`src/rtl/slice_serializer.sv`:
```
// rtl/slice_serializer.sv - registered width-down converter: one wide word out as SLICE_W slices per beat
module slice_serializer #(
  parameter int IN_W      = 16,
  parameter int SLICE_W   = 4,
  parameter int MSB_FIRST = 0,
  parameter int CW        = $clog2(IN_W / SLICE_W + 1)
) (
  input  logic               clk,
  input  logic               arst_n,
  input  logic               in_valid,
  output logic               in_ready,
  input  logic [IN_W-1:0]    in_data,
  input  logic [CW-1:0]      in_nslices,
  output logic               out_valid,
  input  logic               out_ready,
  output logic [SLICE_W-1:0] out_data,
  output logic [CW-1:0]      out_idx,
  output logic               out_last
);

  localparam int N = IN_W / SLICE_W;

  typedef enum logic {IDLE, SHIFT} state_t;

  state_t               state_q, state_d;
  logic [IN_W-1:0]      hold_q, hold_d;
  logic [CW-1:0]        idx_q, idx_d;
  logic [CW-1:0]        rem_q, rem_d;
  logic [SLICE_W-1:0]   data_q, data_d;
  logic                 last_q, last_d;
  logic                 in_fire, out_fire;
  logic [CW-1:0]        nslices_clamped;

  assign out_valid = (state_q == SHIFT);
  assign out_data  = data_q;
  assign out_idx   = idx_q;
  assign out_last  = last_q;

  // Final beat frees the holding register, so a new word can load on the same edge.
  assign in_ready  = (state_q == IDLE) | (out_valid & out_ready & last_q);
  assign in_fire   = in_valid & in_ready;
  assign out_fire  = out_valid & out_ready;

  assign nslices_clamped = ((in_nslices == '0) || (in_nslices > CW'(N))) ? CW'(N) : in_nslices;

  always_comb begin
    state_d = state_q;
    hold_d  = hold_q;
    idx_d   = idx_q;
    rem_d   = rem_q;
    if (in_fire) begin
      hold_d  = in_data;
      rem_d   = nslices_clamped;
      idx_d   = (MSB_FIRST != 0) ? CW'(N - 1) : '0;
      state_d = SHIFT;
    end else if (out_fire) begin
      if (last_q) begin
        state_d = IDLE;
      end else begin
        idx_d = (MSB_FIRST != 0) ? idx_q - CW'(1) : idx_q + CW'(1);
        rem_d = rem_q - CW'(1);
      end
    end
  end

  // Slice and last flag are precomputed from next-state values so outputs come straight from flops.
  always_comb begin
    data_d = '0;
    for (int i = 0; i < N; i++) begin
      if (idx_d == CW'(i)) data_d = hold_d[i*SLICE_W +: SLICE_W];
    end
    last_d = (state_d == SHIFT) && (rem_d == CW'(1));
  end

  always_ff @(posedge clk or negedge arst_n) begin
    if (!arst_n) begin
      state_q <= IDLE;
      hold_q  <= '0;
      idx_q   <= '0;
      rem_q   <= '0;
      data_q  <= '0;
      last_q  <= 1'b0;
    end else begin
      state_q <= state_d;
      hold_q  <= hold_d;
      idx_q   <= idx_d;
      rem_q   <= rem_d;
      data_q  <= data_d;
      last_q  <= last_d;
    end
  end

endmodule

```
`config.mk`:
```
export PLATFORM = sky130hd
export DESIGN_NAME = slice_serializer
export DESIGN_NICKNAME = d
export VERILOG_FILES = /design/src/rtl/slice_serializer.sv
export SDC_FILE = /design/constraint.sdc
export NUM_CORES = 1
export LEC_CHECK = 0
export ABC_AREA = 1
export CORE_MARGIN = 3
export CORE_UTILIZATION = 66
export DETAILED_ROUTE_END_ITERATION = 6
export DONT_BUFFER_PORTS = 1
export PLACE_DENSITY = 0.82
export SETUP_SLACK_MARGIN = 0.1
export SYNTH_ARGS = -nofsm -noshare
export SYNTH_HDL_FRONTEND = slang
export SYNTH_SLANG_ARGS = --single-unit
```
`constraint.sdc`:
```
create_clock -name clk -period 3.35 [get_ports clk]
set_input_delay 0.335 -clock clk [delete_from_list [all_inputs] [get_ports clk]]
set_output_delay 0.335 -clock clk [all_outputs]
set_load 0.03 [all_outputs]
```
Word-level counts from Yosys, hierarchy flattened. Cells that the tools add are included.

$add $sub $neg: 2. Magnitude comparators: 1. Eq/ne operators: 4. Mux-type cells: 15. Bitwise logic cells: 5. Reductions and logical operators: 4.

Operators with widths (number): $mux W3 (7); $mux W16 (1); $mux W4 (4); $eq A3 B1 Y1 const B (2); $eq A3 B2 Y1 const B (2); $logic_not A3 Y1 (2); $add A3 B1 Y3 const B (1); $and A1 B1 Y1 (3); $gt A3 B3 Y1 const B (1); $mux W1 (3); $sub A3 B1 Y3 const B (1); $logic_and A1 B1 Y1 (1); $logic_or A1 B1 Y1 (1); $not A1 Y1 (1); $or A1 B1 Y1 (1).

Flip-flop bits (word level): 28. Input bits: 23. Output and inout port bits: 10. Logic and storage cells: 37.

Longest topological paths before layout. Gate-level depths: netlist (run 1).

Word-level depth: 10. Mapped depth: 9. Mapped depth without buffers: 8.

Least setup slack after synthesis (run 1). Ideal clock, no wire load.

Path type: register to register. From: register state_q, in the netlist out_valid. To: register data_q[1], in the netlist out_data[1]. Setup time: 130 ps. Arrival time: 1407 ps. Required time: 3220 ps. Setup slack: 1813 ps. Cell stages (with the launch flop): 7. Path buffers: 1. Period minus slack after synthesis: 1537 ps. Cells stage by stage: dfrtp_1 > nand2_4 > nand2_8 > nand3_4 > clkbuf_8 > nand3_1 > nand4_1.

Cells in the longest elaborated chain, start to end: 10. Elaborated cells on any way between the ends: 16. Classes of those cells: eq/ne: 3; mux: 7; bitwise: 5; reduce/logical: 1.

Ends and longest elaborated chain: start: declaration (RTL line 25) `state_t state_q, state_d;`; start signal: assignment (RTL line 84) `state_q <= state_d;`; $and A1 B1 Y1 (2 in a row) (RTL line 40) `assign in_ready = (state_q == IDLE) | (out_valid & out_ready & last_q);`; $or A1 B1 Y1 (*) (RTL line 40); named net in_ready (RTL line 11) `output logic in_ready,`; $and A1 B1 Y1 (*) (RTL line 41) `assign in_fire = in_valid & in_ready;`; $mux W3 (RTL line 51) `if (in_fire) begin`; $logic_not A3 Y1 (RTL line 70) `if (idx_d == CW'(i)) data_d = hold_d[i*SLICE_W +: SLICE_W];`; $mux W4 (3 in a row) (RTL line 70); $mux W4 (*) (RTL line 70); named net data_d[1] (RTL line 29) `logic [SLICE_W-1:0] data_q, data_d;`; end signal: assignment (RTL line 88) `data_q <= data_d;`; end: declaration (RTL line 29).

Mark *: on every way through the listed nets, which the timed path passes. The rest lies on a longest branch.

Worst setup path after layout (run 1).
From: register last_q, in the netlist out_last. To: register data_q[1], in the netlist out_data[1].

Cells in the longest elaborated chain, start to end: 9. Elaborated cells on any way between the ends: 15. Classes of those cells: eq/ne: 3; mux: 8; bitwise: 3; reduce/logical: 1.

Ends and longest elaborated chain: start: declaration (RTL line 30) `logic last_q, last_d;`; start signal: assignment (RTL line 89) `last_q <= last_d;`; $and A1 B1 Y1 (*) (RTL line 40); $or A1 B1 Y1 (*) (RTL line 40); named net in_ready (RTL line 11); $and A1 B1 Y1 (*) (RTL line 41); $mux W3 (*) (RTL line 51); named net idx_d[0] (RTL line 27) `logic [CW-1:0] idx_q, idx_d;`; $logic_not A3 Y1 (RTL line 70); $mux W4 (3 in a row) (RTL line 70); $mux W4 (*) (RTL line 70); named net data_d[1] (RTL line 29).

Marks and branches as above.

==> results of run 1 <==
-- logic make-up after synthesis --
logic type,after synthesis,synth area share (%)
compound gates,5,2.24
xor+xnor,2,1.21
fa+ha+maj,3,2.58
buf+inv,19,8.09
flops,28,48.2
simple gates,97,37.7
-- stage by stage --
step,instance area [um^2],worst slack [ns]
after floorplan,1450,1.81
after global placement,1430,1.66
after CTS,1500,1.58
after global routing,1500,1.45
final,1500,1.60
after detailed placement,1430,1.61
-- cell usage after synthesis --
master and n:
xor2_1 1, nand4_1 10, or2_2 1, xnor2_1 1, buf_6 2, o211ai_1 2, nand2_4 1, clkbuf_8 1
ha_1 3, nor2_1 1, nand3_4 3, buf_12 1, inv_1 12, o21ai_1 2, inv_6 1, nand3_2 1
o21a_1 1, nor2_2 3, nor2_4 1, nand2_8 1, nand2_2 19, inv_2 2, nand3_1 18, nand2_1 38
dfrtp_1 28
-- flip-flops by register name, summed over array words and instances, names as in the netlist --
signal,count
out_data,4
out_idx,3
hold_q,16
out_last,1
rem_q,3
out_valid,1
-- layout make-up --
class / instances / area [um^2]
clock buffer: 4 / 36.3
fill: 156 / 524
inverter: 15 / 61.3
multi-input combinational: 107 / 636
sequential: 28 / 701
tap: 27 / 33.8
timing repair buffer: 2 / 30.0
-- worst max path at each step --
stage,start,end,slack (ns),cells past startpoint
2_1_floorplan,out_valid$_DFF_PN0_,out_data[1]$_DFF_PN0_,1.81,6
4_1_cts,out_last$_DFF_PN0_,out_data[1]$_DFF_PN0_,1.58,8
3_3_place_gp,out_last$_DFF_PN0_,out_last$_DFF_PN0_,1.66,8
6_report,out_last$_DFF_PN0_,out_data[1]$_DFF_PN0_,1.60,8
5_1_grt,out_last$_DFF_PN0_,out_data[3]$_DFF_PN0_,1.45,8
3_5_place_dp,out_last$_DFF_PN0_,out_data[1]$_DFF_PN0_,1.61,8
-- power by group through the flow --
stage	sequential (mW)	clock (mW)	combinational (mW)
after floorplan	0.636	0	0.545
final	0.646	0.161	0.613
after CTS	0.647	0.165	0.621
after detailed placement	0.655	0	0.605
after global placement	0.651	0	0.584
after global routing	0.663	0.173	0.709
-- worst register-to-register path, cell delays in order (launching register included) --
cell,delay (ns)
dfrtp_1,0.64
nand2_2,0.12
nand2_4,0.20
nand2_8,0.19
nand3_4,0.18
inv_2,0.05
nor2_2,0.14
nand3_1,0.10
nand4_1,0.09
-- metal layers --
metal	vias up	routed length (um)
met5	-	0
met2	35	1230
li1	504	-
met1	454	1100
met4	0	27
met3	4	163
==> out/metrics.yaml, run 1 <==
setup_path:
  cp-end-kind: "flip-flop"
  crit_arrival_ns: 2.02
  r2r_end: "out_data[1]$_DFF_PN0_"
  cp_max_fo: 26
  path_delay_family: "simple AND/OR/NAND/NOR gates"
  timing.critical_path.buf_inv: 1
  r2r_cells: 8
  cp.required_ns: 3.62
  r2r_start: "out_last$_DFF_PN0_"
  max_stage_delay_ns: 0.64
  crit_chain: "nand2_2 > nand2_4 > nand2_8 > nand3_4 > inv_2 > nor2_2 > nand3_1 > nand4_1"
  crit_type: "reg -> reg"
  start_kind: "flip-flop"
  rrSetupSlack_ns: 1.60
  critPathSlowestCell: "dfrtp_1"
power:
  power.share.clock_pct: 11.4
  p_sw_mw: 0.655
  peakVddDrop_mv: 0.556
  p_seq_share_pct: 45.5
  power_mw: 1.42
  p_int_mw: 0.766
  power_density_nw_per_um2: 949
  switching_share_pct: 46.1
  leakage_nw: 0.745
  combPwrFrac_pct: 43.2
drt:
  drc_errors: 0
  wl_mm: 2.52
  wire_per_inst_um: 13.7
  vias: 997
  firstDrtPassIters: 4
  drtIter0Drc: 18
  ant_nets: 0
  via_per_inst: 5.45
global_route:
  overflow: 0
  grt.busiest_layer: "met2"
  antenna_found_initial: 0
  met1_usage_pct: 25.9
  use_met2_pct: 35.5
  grt_pass1_vias: 961
  grt_max_degree: 29
  track_usage_pct: 20.8
  gr-usage-met3_pct: 4.23
  grt_pass1_wl_mm: 4.24
clock_tree:
  cts_sinks: 28
  cts.path.max_buffers: 2
  postCtsHoldBufs: 2
  ctsHtreeMaxLevel: 1
  cts_resized: 0
  cts_setup_buffers: 0
  clkTransAtPathRegs_ns: 0.14
  root_buffer: "clkbuf_4"
  cts_tree: "done"
  cts_buffers: 3
  worstSkewPairLatency_ns: 0.32
sta:
  rsz0062_at_grt: "no"
  period_share_pct: 52.3
  fin_crit_ns: 1.75
  slew_headroom_pct: 68.1
  hold_viol_final: 0
  skew_ns: 0.00530
  worstMarginPinSlew_ns: 0.479
  setup_viol: 0
  slew_violations: 0
  setup-tns-final_ns: 0
  clock.fmax_mhz: 570
  fin_hold_ws_ns: 0.117
final_layout:
  finish.utilization_pct: 74.1
  drive_gt1_share_pct: 24.4
  layout_common_cells: "nand2_1 (38), dfrtp_1 (28), nand2_2 (19)"
  finalNetCount: 183
  diodes: 0
  layout_commonest_cell: "nand2_1"
  area_growth_pct: 3.01
  instances_no_fill: 183
yosys:
  ys_warn_count: 0
  synth_area_um2: 1450
  yosys-top-cells-area: "dfrtp_1 (48%), nand2_1 (9.8%), nand2_2 (8.2%)"
  yosys_register_bits: 28
  yosys.area.top_type: "dfrtp_1"
  netlist.area_leader.share_pct: 48.2
  syn_inst: 154
  syn_nets: 180
  ys_types: 25
  yosysSeqAreaShare_pct: 48.2
  synth.avg_cell_area_um2: 9.44
floorplanning:
  die_y_um: 52.9
  die_area_um2: 2800
  pin_count: 33
  die_w_um: 52.9
  start_util_pct: 71.9
  core_area_um2: 2020
  std_cell_rows: 16
min_path:
  hold_depth: 2
  min_to: "hold_q[4]$_DFF_PN0_"
  min-delay-start: "in_data[4]"
  worstHoldPathType: "in -> reg"
run:
  maxCapViolCount: 0
placement:
  port_buffers: 0
  gp_congestion: 0.825
  place_inst: 177
  hpwl_mm: 1.86
outcome:
  status: "finished, final reports clean"
(Power assumes the default switching activity.)
==> run 2: changes to the inputs <==
--- a/config.mk
+++ b/config.mk
@@ -7,10 +7,10 @@
 export LEC_CHECK = 0
 export ABC_AREA = 1
 export CORE_MARGIN = 3
-export CORE_UTILIZATION = 66
+export CORE_UTILIZATION = 55
 export DETAILED_ROUTE_END_ITERATION = 6
 export DONT_BUFFER_PORTS = 1
-export PLACE_DENSITY = 0.82
+export PLACE_DENSITY = 0.73
 export SETUP_SLACK_MARGIN = 0.1
 export SYNTH_ARGS = -nofsm -noshare
 export SYNTH_HDL_FRONTEND = slang
==> constraint.sdc (replaced) <==
create_clock -name clk -period 1.58 [get_ports clk]
set_input_delay 0.158 -clock clk [delete_from_list [all_inputs] [get_ports clk]]
set_output_delay 0.158 -clock clk [all_outputs]
set_load 0.03 [all_outputs]
==> run 2 against run 1 <==
  * The flow now finishes with violations (negative hold slack)
  * Sequential power grew 100%
  * Clock skew is 0.0046 ns higher
  * Power is 150% higher
  * Via count increased by 20%
  * Largest power group is now combinational cells
==> out/metrics.yaml, run 2 (synthesized netlist as in run 1, its figures left out) <==
outcome:
  status: "finished, violations left"
  violations: "negative hold slack"
final_layout:
  layout_common_cells: "nand2_1 (36), dfrtp_1 (24), nand2_2 (21)"
  largest_register_ffs: 16  # unchanged
  regMostFlops: "hold_q"
  drive_gt1_share_pct: 34.0  # +9.7 points
  sequential_cell_area_um2: 706  # +0.71%
  area_growth_pct: 28.1
  diodes: 0  # unchanged
  finish.utilization_pct: 74.5  # +0.45 points
  multi_input_area_um2: 729  # +15%
  finalNetCount: 215  # +17%
  fill_cells: 165  # +5.8%
  layout_commonest_cell: "nand2_1"
clock_tree:
  clkTransAtPathRegs_ns: 0.15  # about the same
  ctsHtreeMaxLevel: 1  # unchanged
  cts_buffers: 3  # unchanged
  worstSkewPairLatency_ns: 0.33  # about the same
  cts_tree: "done"
  root_buffer: "clkbuf_4"
  cts.path.max_buffers: 2  # unchanged
  cts_sinks: 28  # unchanged
sta:
  fin_hold_ws_ns: -0.00197  # -0.119 ns
  hold_viol_final: 1  # +1
  setup_viol: 0  # unchanged
  rsz0062_at_grt: "yes"
  period_share_pct: 95.9  # +44 points
  skew_ns: 0.00991  # +0.00461 ns
  fin_crit_ns: 1.51  # -0.239 ns
  slew_violations: 0  # unchanged
  slew_headroom_pct: 79.8  # +12 points
  clock.fmax_mhz: 660  # +16%
  worstMarginPinSlew_ns: 0.304  # -0.176 ns
drt:
  drt-met1-wl_mm: 1.34  # +23%
  vias: 1200  # +20%
  via_per_inst: 5.50  # +1.0%
  top_layer: "met4"
  wire_per_inst_um: 15.0  # +9.3%
  wl_mm: 3.28  # +30%
  drc_errors: 0  # unchanged
  drtIter0Drc: 43  # +25
  firstDrtPassIters: 4  # unchanged
  wl_met3_um: 120  # -26%
  wl_met2_mm: 1.75  # +42%
  ant_nets: 0  # unchanged
floorplanning:
  die_area_um2: 3300  # +18%
  start_util_pct: 58.2  # -14 points
  die_y_um: 57.4  # +8.5%
  die_w_um: 57.4  # +8.5%
  pin_count: 33  # unchanged
  core_area_um2: 2500  # +24%
  std_cell_rows: 18  # +2
placement:
  hpwl_mm: 2.07  # +11%
  gp_congestion: 0.800  # -3.0%
  port_buffers: 0  # unchanged
setup_path:
  cp.required_ns: 1.79  # -1.83 ns
  critPathSlowestCell: "dfrtp_2"
  start_kind: "flip-flop"
  timing.critical_path.buf_inv: 0  # -1
  crit_path_end: "out_data[0]$_DFF_PN0_"
  r2r_start: "out_valid$_DFF_PN0_"
  crit_type: "reg -> reg"
  crit_arrival_ns: 1.72  # -0.30 ns
  path_depth: 7  # -1
  path_delay_family: "simple AND/OR/NAND/NOR gates"
  cp_max_fo: 7  # -73%
  cp-end-kind: "flip-flop"
  r2r_end: "out_data[0]$_DFF_PN0_"
  rrSetupSlack_ns: 0.07  # -1.53 ns
  cp-startpoint: "out_valid$_DFF_PN0_"
  max_stage_delay_ns: 0.58  # -0.06 ns
  r2r_cells: 7  # -1
  crit_chain: "nand2_2 > nor2_4 > nand2_2 > nand3_4 > nor2_4 > nand3_1 > nand4_1"
global_route:
  grt_max_degree: 29  # unchanged
  track_usage_pct: 21.7  # +0.90 points
  overflow: 0  # unchanged
  antenna_found_initial: 0  # unchanged
  grt_pass1_vias: 1240  # +29%
  grt_pass1_wl_mm: 5.55  # +31%
power:
  power_density_nw_per_um2: 1890  # +99%
  peakVddDrop_mv: 1.30  # +130%
  leakage_nw: 0.891  # +20%
  power_mw: 3.52  # +150%
min_path:
  worstHoldPathType: "in -> reg"
run:
  maxCapViolCount: 0  # unchanged
run 2: worst reg2reg max path: cells and delay by family, from the launching register on:
kind,cells,cell delay (ns)
and+or+nand+nor,7,0.83
DFF,1,0.58
run 2: stage by stage:
stage          setup TNS, ns  cells  instance area (um^2)  worst slack (ns)
2_1_floorplan              0    154                  1460             0.153
6_report                   0    218                  1860            0.0655
5_1_grt            -0.000505    218                  1860         -0.000505
3_3_place_gp               0    185                  1480             0.122
4_1_cts                    0    215                  1790             0.105
3_5_place_dp               0    185                  1480            0.0637
run 2: power by group:
part,total [mW],internal [mW],switching [mW]
Sequential,1.29,1.04,0.242
Clock,0.353,0.141,0.211
Combinational,1.88,0.698,1.18
run 2: area by class of cell:
class | count | area share, %
clock buffer | 4 | 1.95
inverter | 15 | 3.29
multi-input combinational | 110 | 39.2
sequential | 28 | 37.9
tap | 30 | 2.01
timing repair buffer | 31 | 15.7
run 2: routing by layer:
layer  vias up  global-route usage, %
met2        30                   37.1
li1        577                      -
met3         8                   2.94
met5         -                      0
met4         0                   8.94
met1       585                   27.6
run 2: timing repair:
action,in CTS,in global routing
resized for setup,4,9
endpoints found under the hold margin,45,0
hold buffers,20,0
setup buffers,4,2
gates cloned,2,1
pin swaps,3,14
setup endpoints to repair,4,5
run 2: how the worst min path moves through the flow:
stage	startpoint	endpoint	slack, ns	cells after the start
finish	in_valid	rem_q[2]$_DFF_PN0_	-0.002	2
global route	in_valid	out_valid$_DFF_PN0_	-0.0001	2
CTS	in_valid	hold_q[0]$_DFF_PN0_	0.03	3
detailed placement	arst_n	out_idx[2]$_DFF_PN0_	-0.14	0
global placement	arst_n	out_idx[2]$_DFF_PN0_	-0.14	0
floorplan	arst_n	hold_q[0]$_DFF_PN0_	-0.14	0
==> run 3: changes to the inputs <==
--- a/config.mk
+++ b/config.mk
@@ -7,10 +7,10 @@
 export LEC_CHECK = 0
 export ABC_AREA = 1
 export CORE_MARGIN = 3
-export CORE_UTILIZATION = 55
+export CORE_UTILIZATION = 50
 export DETAILED_ROUTE_END_ITERATION = 6
 export DONT_BUFFER_PORTS = 1
-export PLACE_DENSITY = 0.73
+export PLACE_DENSITY = 0.68
 export SETUP_SLACK_MARGIN = 0.1
 export SYNTH_ARGS = -nofsm -noshare
 export SYNTH_HDL_FRONTEND = slang
==> run 3 against run 2 <==
  * The flow now finishes without violations
  * Sequential power about the same
  * Via count shrank 7.1%
  * Critical path depth unchanged
  * Global-route usage decreased by 3.1 points
  * Routed wire length is 7.0% lower
  * Final cell count decreased by 2.3%
  * Worst hold slack better by 0.052 ns
  * First-iteration DRC count is 14% lower
  * Worst setup slack better by 0.031 ns
==> out/metrics.yaml, run 3 (synthesized netlist as in run 1, its figures left out) <==
outcome:
  status: "finished, final reports clean"
global_route:
  grt_pass1_wl_mm: 4.97  # -10%
  grt_max_degree: 29  # unchanged
  grt.busiest_layer: "met2"
  use_met2_pct: 29.6  # -7.5 points
  gr-usage-met3_pct: 2.81  # -0.13 points
  track_usage_pct: 18.6  # -3.1 points
  antenna_found_initial: 0  # unchanged
  overflow: 0  # unchanged
  met1_usage_pct: 25.9  # -1.6 points
  grt_pass1_vias: 1090  # -12%
setup_path:
  cp-end-kind: "flip-flop"
  crit_type: "reg -> reg"
  cp_max_fo: 8  # +1
  r2r_cells: 7  # unchanged
  r2r_start: "out_valid$_DFF_PN0_"
  crit_chain: "nand2_4 > nand2_8 > buf_4 > nand2_1 > nand2_1 > nand4_1 > nand4_1"
  max_stage_delay_ns: 0.55  # -0.03 ns
  cp.required_ns: 1.80  # about the same
  start_kind: "flip-flop"
  critPathSlowestCell: "dfrtp_2"
  crit_arrival_ns: 1.70  # -0.02 ns
  cp-startpoint: "out_valid$_DFF_PN0_"
clock_tree:
  cts_sinks: 28  # unchanged
  clkTransAtPathRegs_ns: 0.15  # about the same
  cts.path.max_buffers: 2  # unchanged
  cts_tree: "done"
  worstSkewPairLatency_ns: 0.33  # about the same
  cts_buffers: 3  # unchanged
  root_buffer: "clkbuf_4"
  ctsHtreeMaxLevel: 1  # unchanged
min_path:
  hold_depth: 3  # +1
  min-delay-start: "in_nslices[1]"
  worstHoldPathType: "in -> reg"
drt:
  drtIter0Drc: 37  # -14%
  firstDrtPassIters: 4  # unchanged
  ant_nets: 0  # unchanged
  vias: 1115  # -7.1%
  wire_per_inst_um: 14.3  # -4.8%
  wl_mm: 3.05  # -7.0%
  drc_errors: 0  # unchanged
  via_per_inst: 5.23  # -4.9%
power:
  p_seq_share_pct: 37.3  # +0.7 points
  p_sw_mw: 1.55  # -5.4%
  power_mw: 3.45  # -1.8%
  peakVddDrop_mv: 1.58  # +22%
  combPwrFrac_pct: 49.0  # -4.4 points
  switching_share_pct: 44.7  # -1.7 points
  p_int_mw: 1.91  # +1.3%
  power.share.clock_pct: 13.7  # +3.7 points
  power_density_nw_per_um2: 1910  # +1.0%
  leakage_nw: 0.882  # -0.98%
sta:
  fin_crit_ns: 1.48  # -0.0307 ns
  rsz0062_at_grt: "yes"
  setup_viol: 0  # unchanged
  fin_hold_ws_ns: 0.0496  # +0.0516 ns
  clock.fmax_mhz: 674  # +2.1%
  slew_headroom_pct: 80.0  # +0.20 points
  hold_viol_final: 0  # -1
  setup-tns-final_ns: 0  # unchanged
  skew_ns: 0.00163  # -0.00828 ns
  timing.final.ws_setup_ns: 0.0962  # +0.0307 ns
  slew_violations: 0  # unchanged
  worstMarginPinSlew_ns: 0.301  # -0.00303 ns
  period_share_pct: 93.9  # -1.9 points
final_layout:
  sequential_cell_area_um2: 706  # unchanged
  largest_register_ffs: 16  # unchanged
  regMostFlops: "hold_q"
  layout_common_cells: "nand2_1 (38), dfrtp_1 (24), dlygate4sd3_1 (19)"
  diodes: 0  # unchanged
  layout_commonest_cell: "nand2_1"
  drive_gt1_share_pct: 28.4  # -5.6 points
  fill_cells: 197  # +19%
  area_growth_pct: 24.5
  finish.utilization_pct: 69.3  # -5.2 points
  multi_input_area_um2: 679  # -6.9%
  instances_no_fill: 213  # -2.3%
  final_cell_area_um2: 1810  # -2.8%
  finalNetCount: 210  # -2.3%
placement:
  pre_cts_slack_ns: 0.0893  # +0.0256 ns
  hpwl_mm: 1.99  # -3.9%
  placed_area_um2: 1480  # unchanged
  port_buffers: 0  # unchanged
  gp_congestion: 0.830  # +3.8%
  place_inst: 185  # unchanged
floorplanning:
  die_w_um: 59.9  # +4.4%
  start_util_pct: 55.7  # -2.5 points
  die_y_um: 59.9  # +4.4%
  die_area_um2: 3590  # +8.9%
  core_area_um2: 2610  # +4.5%
  pin_count: 33  # unchanged
  std_cell_rows: 18  # unchanged
run:
  maxCapViolCount: 0  # unchanged
## run 3: cell count changes in the layout (fill, tap and decap cells not counted), sizes merged
cell	before	now
buf	12	9
bufinv	0	1
clkbuf	4	3
nand2	61	60
nand3	23	22
## run 3: critical path, delay by kind of cell (launching register included)
family	cells	cell delay (ns)
and+or+nand+nor	6	0.63
DFF	1	0.55
buffers and inverters	1	0.17
## run 3: layout make-up
class / count / share of cell area [%]
Clock buffer: 3 / 1.24
Clock inverter: 1 / 1.66
Inverter: 15 / 3.39
Multi-Input combinational cell: 108 / 37.5
Sequential cell: 28 / 39.0
Tap cell: 30 / 2.07
Timing Repair Buffer: 28 / 15.1
## run 3: power by group through the flow
| stage | clock [mW] | combinational [mW] | sequential (mW) |
|---|---|---|---|
| 2_1_floorplan | 0 | 1.16 | 1.36 |
| 3_3_place_gp | 0 | 1.46 | 1.29 |
| 3_5_place_dp | 0 | 1.47 | 1.30 |
| 4_1_cts | 0.480 | 1.61 | 1.29 |
| 5_1_grt | 0.506 | 1.89 | 1.32 |
| 6_report | 0.473 | 1.69 | 1.29 |
## run 3: final timing paths
| kind | endpoint | slack (ns) |
|---|---|---|
| max | out_data[0]$_DFF_PN0_ | 0.1 |
| min | rem_q[1]$_DFF_PN0_ | 0.05 |
| max reg2reg | out_data[0]$_DFF_PN0_ | 0.1 |
| min reg2reg | hold_q[6]$_DFF_PN0_ | 0.50 |
| max in group asynchronous | out_valid$_DFF_PN0_ | 1.18 |
| min in group asynchronous | out_idx[1]$_DFF_PN0_ | 0.24 |
## run 3: repair_timing
item                       4_1_cts  5_1_grt
buffers inserted                 0        3
gates cloned                     1        0
pin swaps                        1        7
setup endpoints to repair        4        5
hold endpoints to repair        45        0
hold buffers                    20        0
resized for setup                3        4
## run 3: routing by layer
metal / part of all wire, % / vias up
li1: - / 563
met1: 46 / 512
met2: 47 / 37
met3: 6.2 / 3
met4: 0.82 / 0
met5: 0 / -
